$ cat src/rtl/phase_loader_pkg.sv
// ============================================================================
// phase_loader_pkg : shared constants, FSM state type and 10 cm focus table
// Revision 1.0
// ============================================================================
`default_nettype none

package phase_loader_pkg;

    localparam int         N_CH        = 17;
    localparam int         PW          = 11;
    localparam int         PERIOD      = 1250;
    localparam int         TIMEOUT_CYC = 50000;
    localparam logic [7:0] HEADER      = 8'hA5;

    typedef enum logic [1:0] {
        ST_IDLE = 2'd0,
        ST_HI   = 2'd1,
        ST_LO   = 2'd2,
        ST_CHK  = 2'd3
    } rx_state_t;

    // Channel 0 sits in the least significant word.
    localparam logic [N_CH*PW-1:0] DEFAULT_TABLE = {
        11'd1166, 11'd1105, 11'd1028, 11'd980, 11'd962, 11'd820,
        11'd771,  11'd755,  11'd625,  11'd541, 11'd480, 11'd403,
        11'd337,  11'd195,  11'd146,  11'd130, 11'd0
    };

endpackage

`default_nettype wire

$ cat src/rtl/phase_frame_rx.sv
// ============================================================================
// phase_frame_rx : byte-level frame parser with checksum and range validation
// Optional inter-byte timeout: PHASE_LOADER_TIMEOUT_EN. Revision 1.0
// ============================================================================
`default_nettype none

module phase_frame_rx #(
    parameter int N_CH        = phase_loader_pkg::N_CH,
    parameter int PW          = phase_loader_pkg::PW,
    parameter int PERIOD      = phase_loader_pkg::PERIOD,
    parameter int TIMEOUT_CYC = phase_loader_pkg::TIMEOUT_CYC
) (
    input  logic                 clk,
    input  logic                 rst_n,
    input  logic [7:0]           in_data,
    input  logic                 in_valid,
    output logic                 frame_good,
    output logic                 frame_bad,
    output logic [N_CH*PW-1:0]   rx_table
);
    import phase_loader_pkg::*;

    localparam int CW = $clog2(N_CH);
    localparam logic [CW-1:0] LAST_CH   = CW'(N_CH - 1);
    localparam logic [PW-1:0] MAX_PHASE = PW'(PERIOD - 1);

    rx_state_t            state;
    rx_state_t            state_nxt;
    logic [CW-1:0]        ch;
    logic [7:0]           xor_acc;
    logic [PW-9:0]        hi_bits;
    logic                 fmt_err;
    logic [N_CH*PW-1:0]   rx_buf;
    logic [PW-1:0]        phase_word;
    logic                 timeout;

    assign phase_word = {hi_bits, in_data};
    assign rx_table   = rx_buf;

`ifdef PHASE_LOADER_TIMEOUT_EN
    localparam int TW = $clog2(TIMEOUT_CYC + 1);
    logic [TW-1:0] idle_cnt;

    always_ff @(posedge clk or negedge rst_n) begin
        if (!rst_n) begin
            idle_cnt <= '0;
        end else if (in_valid || state == ST_IDLE) begin
            idle_cnt <= '0;
        end else begin
            idle_cnt <= idle_cnt + 1'b1;
        end
    end

    assign timeout = (state != ST_IDLE) && !in_valid &&
                     (idle_cnt == TW'(TIMEOUT_CYC - 1));
`else
    assign timeout = (TIMEOUT_CYC < 0);
`endif

    always_ff @(posedge clk or negedge rst_n) begin
        if (!rst_n) begin
            state <= ST_IDLE;
        end else begin
            state <= state_nxt;
        end
    end

    always_comb begin
        state_nxt  = state;
        frame_good = 1'b0;
        frame_bad  = 1'b0;
        case (state)
            ST_IDLE: if (in_valid && in_data == HEADER) state_nxt = ST_HI;
            ST_HI:   if (in_valid) state_nxt = ST_LO;
            ST_LO:   if (in_valid) state_nxt = (ch == LAST_CH) ? ST_CHK : ST_HI;
            ST_CHK: begin
                if (in_valid) begin
                    state_nxt = ST_IDLE;
                    if (((xor_acc ^ in_data) == 8'h00) && !fmt_err) begin
                        frame_good = 1'b1;
                    end else begin
                        frame_bad = 1'b1;
                    end
                end
            end
            default: state_nxt = ST_IDLE;
        endcase
        // Timeout only fires on byte-free cycles, so it never overlaps a checksum verdict.
        if (timeout) begin
            state_nxt = ST_IDLE;
            frame_bad = 1'b1;
        end
    end

    always_ff @(posedge clk or negedge rst_n) begin
        if (!rst_n) begin
            ch      <= '0;
            xor_acc <= '0;
            hi_bits <= '0;
            fmt_err <= 1'b0;
            rx_buf  <= '0;
        end else if (in_valid) begin
            case (state)
                ST_IDLE: begin
                    if (in_data == HEADER) begin
                        ch      <= '0;
                        xor_acc <= '0;
                        fmt_err <= 1'b0;
                    end
                end
                ST_HI: begin
                    hi_bits <= in_data[PW-9:0];
                    xor_acc <= xor_acc ^ in_data;
                    if (in_data[7:PW-8] != '0) fmt_err <= 1'b1;
                end
                ST_LO: begin
                    rx_buf[ch*PW +: PW] <= phase_word;
                    xor_acc             <= xor_acc ^ in_data;
                    if (phase_word > MAX_PHASE) fmt_err <= 1'b1;
                    if (ch != LAST_CH) ch <= ch + 1'b1;
                end
                default: ;
            endcase
        end
    end

endmodule

`default_nettype wire

$ cat src/rtl/phase_table_loader.sv
// ============================================================================
// phase_table_loader : pending/active phase tables, commit at PWM period start
// Optional inter-byte timeout: PHASE_LOADER_TIMEOUT_EN. Revision 1.0
// ============================================================================
`default_nettype none

module phase_table_loader #(
    parameter int N_CH        = phase_loader_pkg::N_CH,
    parameter int PW          = phase_loader_pkg::PW,
    parameter int PERIOD      = phase_loader_pkg::PERIOD,
    parameter int TIMEOUT_CYC = phase_loader_pkg::TIMEOUT_CYC
) (
    input  logic                 CLK,
    input  logic                 RST_N,
    input  logic [7:0]           in_data,
    input  logic                 in_valid,
    output logic                 in_ready,
    input  logic                 period_start,
    output logic [N_CH*PW-1:0]   phase_flat,
    output logic                 pending,
    output logic                 commit,
    output logic                 frame_ok,
    output logic                 frame_err
);
    import phase_loader_pkg::*;

    logic                 frame_good;
    logic                 frame_bad;
    logic [N_CH*PW-1:0]   rx_table;
    logic [N_CH*PW-1:0]   pend_buf;

    phase_frame_rx #(
        .N_CH        (N_CH),
        .PW          (PW),
        .PERIOD      (PERIOD),
        .TIMEOUT_CYC (TIMEOUT_CYC)
    ) u_frame_rx (
        .clk        (CLK),
        .rst_n      (RST_N),
        .in_data    (in_data),
        .in_valid   (in_valid),
        .frame_good (frame_good),
        .frame_bad  (frame_bad),
        .rx_table   (rx_table)
    );

    assign in_ready = RST_N;

    // A frame landing on the same edge as period_start commits the old pend_buf
    // and then becomes the new pending table.
    always_ff @(posedge CLK or negedge RST_N) begin
        if (!RST_N) begin
            pend_buf   <= DEFAULT_TABLE;
            phase_flat <= DEFAULT_TABLE;
            pending    <= 1'b0;
            commit     <= 1'b0;
            frame_ok   <= 1'b0;
            frame_err  <= 1'b0;
        end else begin
            frame_ok  <= frame_good;
            frame_err <= frame_bad;
            commit    <= period_start && pending;
            if (period_start && pending) begin
                phase_flat <= pend_buf;
            end
            if (frame_good) begin
                pend_buf <= rx_table;
                pending  <= 1'b1;
            end else if (period_start) begin
                pending  <= 1'b0;
            end
        end
    end

endmodule

`default_nettype wire

$ cat config.mk
export PLATFORM = sky130hd
export DESIGN_NAME = phase_table_loader
export DESIGN_NICKNAME = d
export VERILOG_FILES = /design/src/rtl/phase_loader_pkg.sv /design/src/rtl/phase_frame_rx.sv /design/src/rtl/phase_table_loader.sv
export SDC_FILE = /design/constraint.sdc
export NUM_CORES = 1
export LEC_CHECK = 0
export BUFFER_PORTS_ARGS = -buffer_cell sky130_fd_sc_hd__buf_2
export CORE_MARGIN = 4
export CORE_UTILIZATION = 39
export DETAILED_ROUTE_END_ITERATION = 10
export SLEW_MARGIN = 15
export SYNTH_ARGS = -nofsm -noshare
export SYNTH_HDL_FRONTEND = slang
export SYNTH_SLANG_ARGS = --single-unit
export TNS_END_PERCENT = 1
$ cat constraint.sdc
create_clock -name CLK -period 3.75 [get_ports CLK]
set_clock_uncertainty 0.05 [all_clocks]
set_input_delay 0.1875 -clock CLK [delete_from_list [all_inputs] [get_ports CLK]]
set_output_delay 0.1875 -clock CLK [all_outputs]
set_load 0.01 [all_outputs]
# Word-level counts from Yosys, hierarchy flattened
# Cells that the tools add are included.
# totals
out_inout_bits,192
register_bits,584
inputBits,12
elab_cells,75
# classes
magnitude_cmp,1
mux,24
eq_ne,14
shift,2
n_addsub,2
n_mul,1
n_bitwise,1
n_reduce_logical,18
# op_table
op,count
187-bit bitwise mux,1
11-bit by 34-bit variable shift with 187-bit output (first input constant),1
11-bit by 34-bit indexed part select with 187-bit output,1
9-bit negator with 34-bit output,1
8-bit case mux with 2 select lines,1
11-bit greater-than comparator (second input constant),1
1-bit 2-to-1 mux,11
2-bit 2-to-1 mux,5
5-bit 2-to-1 mux,2
2-bit by 1-bit != test with 1-bit output (second input constant),5
5-bit case mux with 2 select lines,1
5-bit by 4-bit multiplier with 9-bit output (second input constant),1
8-bit equality test (second input constant),1
8-bit zero test,1
8-bit 2-to-1 mux,1
2-bit case mux with 4 select lines,1
4-bit AND reduction,2
8-bit XOR,1
2-bit != test (second input constant),3
2-bit nonzero test,3
5-bit by 1-bit adder with 5-bit output (second input constant),1
5-bit equality test (second input constant),1
5-bit != test (second input constant),1
5-bit AND reduction,1
other kinds (11),15

# Logic depth before layout (Yosys ltp)
# logic_depth
word_depth,7
ltp_mapped,11
mapped_depth_nobuf,8

# By module
# A second synthesis with hierarchy kept.
# unflattened
cells_unflattened,1398
area_unflattened_um2,23854.1
# modules_own_cells
module,area_per_inst_um2,seq_area_each_um2,n_inst,cells_each
phase_table_loader,14991.9,9634.2,1,798
phase_frame_rx,8862.2,5154.9,1,600

# Worst setup path after synthesis
# Ideal clock, no wire load.
# synth_timing
kind,register to register
from,register u_frame_rx.ch[0]
to,register u_frame_rx.rx_buf[45] (netlist: u_frame_rx.rx_table[45])
synth_period_minus_slack_ns,3.035
setup_ns,0.125
t_arrival_ns,2.860
setup_slack_ns,0.715
t_required_ns,3.575
path_stages_with_launch,12
path_buffers,3
path_cell_list,dfrtp_1 > clkbuf_1 > clkbuf_1 > inv_1 > ha_1 > nor3b_1 > ha_1 > nand3b_1 > nor4_1 > nand2_1 > buf_2 > mux2_2
# synth_between
elab_chain_len,4
elab_cells_between_ends,5
cone_classes,add/sub: 1; mul: 1; shift: 2; mux: 1
# synth_rtl
item,line_no,rtl
start: declaration,phase_frame_rx.sv:29,logic [CW-1:0] ch;
start signal: assignment,phase_frame_rx.sv:120,if (ch != LAST_CH) ch <= ch + 1'b1;
5-bit by 4-bit multiplier with 9-bit output (*),phase_frame_rx.sv:117,rx_buf[ch*PW +: PW] <= phase_word;
9-bit negator with 34-bit output (*),phase_frame_rx.sv:117,
11-bit by 34-bit indexed part select with 187-bit output / 11-bit by 34-bit variable shift with 187-bit output (equally long branches),phase_frame_rx.sv:117,
187-bit bitwise mux (*),phase_frame_rx.sv:117,
end signal: indexed assignment,phase_frame_rx.sv:117,
end: declaration,phase_frame_rx.sv:33,logic [N_CH*PW-1:0] rx_buf;
# Every way passes the cells marked *; elsewhere a longest branch is shown, timed or not.
# A chain may end at the register's enable or synchronous reset.

# Worst setup path in the final report
# layout_timing
from,register u_frame_rx.ch[1]
to,register u_frame_rx.rx_buf[21] (netlist: u_frame_rx.rx_table[21])
# The elaborated chain is that of the path after synthesis.

==> flow_summary.toml <==
[worst_setup_path]
path_max_fanout = 11
rr_endpoint = "u_frame_rx.rx_table[21]"
crit-reg2reg-launch = "u_frame_rx.ch[1]"
critical_path_class = "reg2reg"
reg2reg_depth = 8
cp-end-kind = "flip-flop"
reg2reg_slack_ns = 0.39
critPathArrivalTime_ns = 3.81
cp.required_ns = 4.20
critPathLaunchType = "flip-flop"

[global_route]
grt_max_degree = 109
grt_pass1_wl_mm = 80.5
gr-total-overflow = 0
grt_pass1_vias = 13000
grt.total_usage = 0.163
antenna_found_initial = 3

[outcome]
status = "complete, no violations"

[power]
power_frac_clock = 0.410
power_frac_seq = 0.487
p_per_area_mw_per_mm2 = 557
p_sw_frac = 0.250
p_sw_mw = 3.72
ir_drop_v = 0.000364
pwr-share-comb = 0.103
power_mw = 14.9
leakage_nw = 13.6
internal_power_mw = 11.2

[routing]
routed.top_layer = "met4"
wl_per_cell_um = 20.9
dr.pass1.iters = 4
wl_met2_mm = 24.3
vias = 12200
wl_met3_mm = 2.61
totalWireLength_mm = 51.0
met1_length_mm = 22.8
route.detailed.drc = 0
drt_iter0_drc = 638
ant_nets = 0
vias_per_cell = 5.00

[floorplan]
start_util = 0.395
dieArea_mm2 = 0.0623
die_x_um = 250
num_rows = 88
die_h_um = 250
pin_count = 204
coreArea_mm2 = 0.0577

[min_path]
min_to = "frame_ok"
hold_start = "in_data[7]"
hold_path.class = "in2reg"
worstHoldPathCells = 5

[timing]
setup_viol = 0
finalCritPeriodShare = 0.896
worst_slew_pin_slew_ns = 0.917
fin_crit_ns = 3.36
fmax_ghz = 0.298
drv_slew = 0
max-slew-margin-rel = 0.389
hold_violations = 0
rsz0062_at_grt = "false"
fin_tns_setup_ns = 0

[yosys]
synth_top_cell_area_share = 0.488
synth_edf_count = 0
syn_nets = 1431
yosys_warnings = 0
synth_seq_cells = 584
postSynthCellCount = 1410
yosys.area.top_type = "dfrtp_1"
synth.avg_cell_area_um2 = 16.1
synth_area_mm2 = 0.0228
synth.most_common_cell = "mux2_2"
ys.flop_type = "dfrtp_1"
synth_commonest_cells = "mux2_2 (445), dfrtp_1 (444), dfstp_2 (140), mux2_1 (119), clkbuf_1 (42)"
async_flop_share = 1.00
ys_seq_area_frac = 0.650
ys_types = 51
synth.area.top_cells = "dfrtp_1 (49%), mux2_2 (22%), dfstp_2 (16%)"

[final_layout]
drive_gt1_frac = 0.552
antennaDiodeCount = 0
final_nets = 1642
area_delta_synth_final_pct = 17.3

[placement]
port-buffer-count = 203
hpwl_mm = 32.5
gp_congestion = 0.791

[clocking]
clockBufferDepth = 3
h-tree-depth = 2
cts_made_buffers = 60
clkTransAtPathRegs_ns = 0.06
clk_latency_ns = 0.61
cts_tree = "built"
cts_sinks = 584
root_buffer = "clkbuf_16"

[job]
cap_viol_max_count = 0
## cell usage in the layout, fill, tap and decap left out, types with 9 or more instances in the layout
| master | n |
|---|---|
| mux2_2 | 445 |
| dfrtp_1 | 444 |
| buf_2 | 202 |
| dfstp_2 | 140 |
| mux2_1 | 119 |
| clkbuf_16 | 61 |
| nand2_1 | 25 |
| clkbuf_1 | 16 |
| buf_4 | 15 |
| and3_1 | 12 |
| and2_1 | 11 |
| nand3b_1 | 11 |
| clkbuf_8 | 11 |
| buf_12 | 11 |
| nor2b_1 | 9 |
| o21ai_0 | 9 |
| ha_1 | 9 |
| clkinv_2 | 9 |
## sequential cells by signal, summed over array words and instances (netlist names)
signal / cells
pending: 1
u_frame_rx.ch: 5
pend_buf: 187
u_frame_rx.fmt_err: 1
phase_flat: 187
u_frame_rx.state: 2
frame_err: 1
u_frame_rx.rx_table: 187
commit: 1
u_frame_rx.hi_bits: 3
frame_ok: 1
u_frame_rx.xor_acc: 8
## timing repair
action	in CTS	in global routing
setup buffers	0	0
gates resized for setup	0	0
hold buffers	3	0
endpoints found under the hold margin	75	0
## area by class of cell
cell class | count | area (µm²)
multi-input combinational | 735 | 7510
clock buffer | 88 | 1740
clock inverter | 23 | 302
timing repair buffer | 232 | 1390
sequential | 584 | 14800
tap | 765 | 957
fill | 5070 | 31000
inverter | 8 | 30.0
## how the worst max path moves through the flow
stage / startpoint / end / slack, ns / cells after the start
floorplan: u_frame_rx.ch[0] / u_frame_rx.rx_table[45] / 0.72 / 11
global placement: u_frame_rx.ch[1] / u_frame_rx.rx_table[11] / 0.45 / 8
detailed placement: u_frame_rx.ch[1] / u_frame_rx.rx_table[21] / 0.37 / 8
CTS: u_frame_rx.ch[1] / u_frame_rx.rx_table[32] / 0.36 / 8
global route: u_frame_rx.ch[1] / u_frame_rx.rx_table[39] / 0.13 / 8
finish: u_frame_rx.ch[1] / u_frame_rx.rx_table[21] / 0.39 / 8
## power groups by stage
stage | clock network, mW | registers, mW | logic, mW
floorplan | 0 | 7.13 | 1.11
global route | 6.53 | 7.31 | 1.71
CTS | 6.29 | 7.26 | 1.56
finish | 6.09 | 7.25 | 1.54
global placement | 0 | 7.35 | 1.50
detailed placement | 0 | 7.37 | 1.55
## worst max-delay path, cell delays in order (launching register included)
cell and delay (ns):
dfrtp_1 0.48, inv_1 0.14, ha_1 0.24, nor3b_1 0.26
ha_1 0.29, nand3b_1 0.25, nor4_1 0.57, nand2_1 0.53
mux2_2 0.42
## per-layer routing
layer / up-vias / GRT usage
li1: 5440 / -
met1: 6405 / 0.228
met2: 237 / 0.265
met3: 82 / 0.0311
met4: 0 / 0.0430
met5: - / 0
## metrics by stage
step	instances	setup slack [ns]	cell area, µm²	hold slack [ns]	util
floorplan	1410	0.715	22800	-0.158	-
global placement	2321	0.451	24600	0.257	0.427
detailed placement	2321	0.369	24600	0.255	0.427
CTS	2435	0.359	26700	0.0144	0.463
global route	2435	0.125	26700	0.0597	0.463
finish	2435	0.391	26700	0.0451	0.463
## cell families (layout without fill, tap and decap cells)
logic type               after synthesis  count (layout)  synth area share
XOR/XNOR                               7               7           0.00269
AO/OA/AOI/OAI                         40              40            0.0127
adder cells (fa/ha/maj)                9               9           0.00495
buffers and inverters                 91             351            0.0210
AND/OR/NAND/NOR                      113             113            0.0292
multiplexers                         566             566             0.280
flip-flops                           584             584             0.650
(Power assumes the default switching activity.)
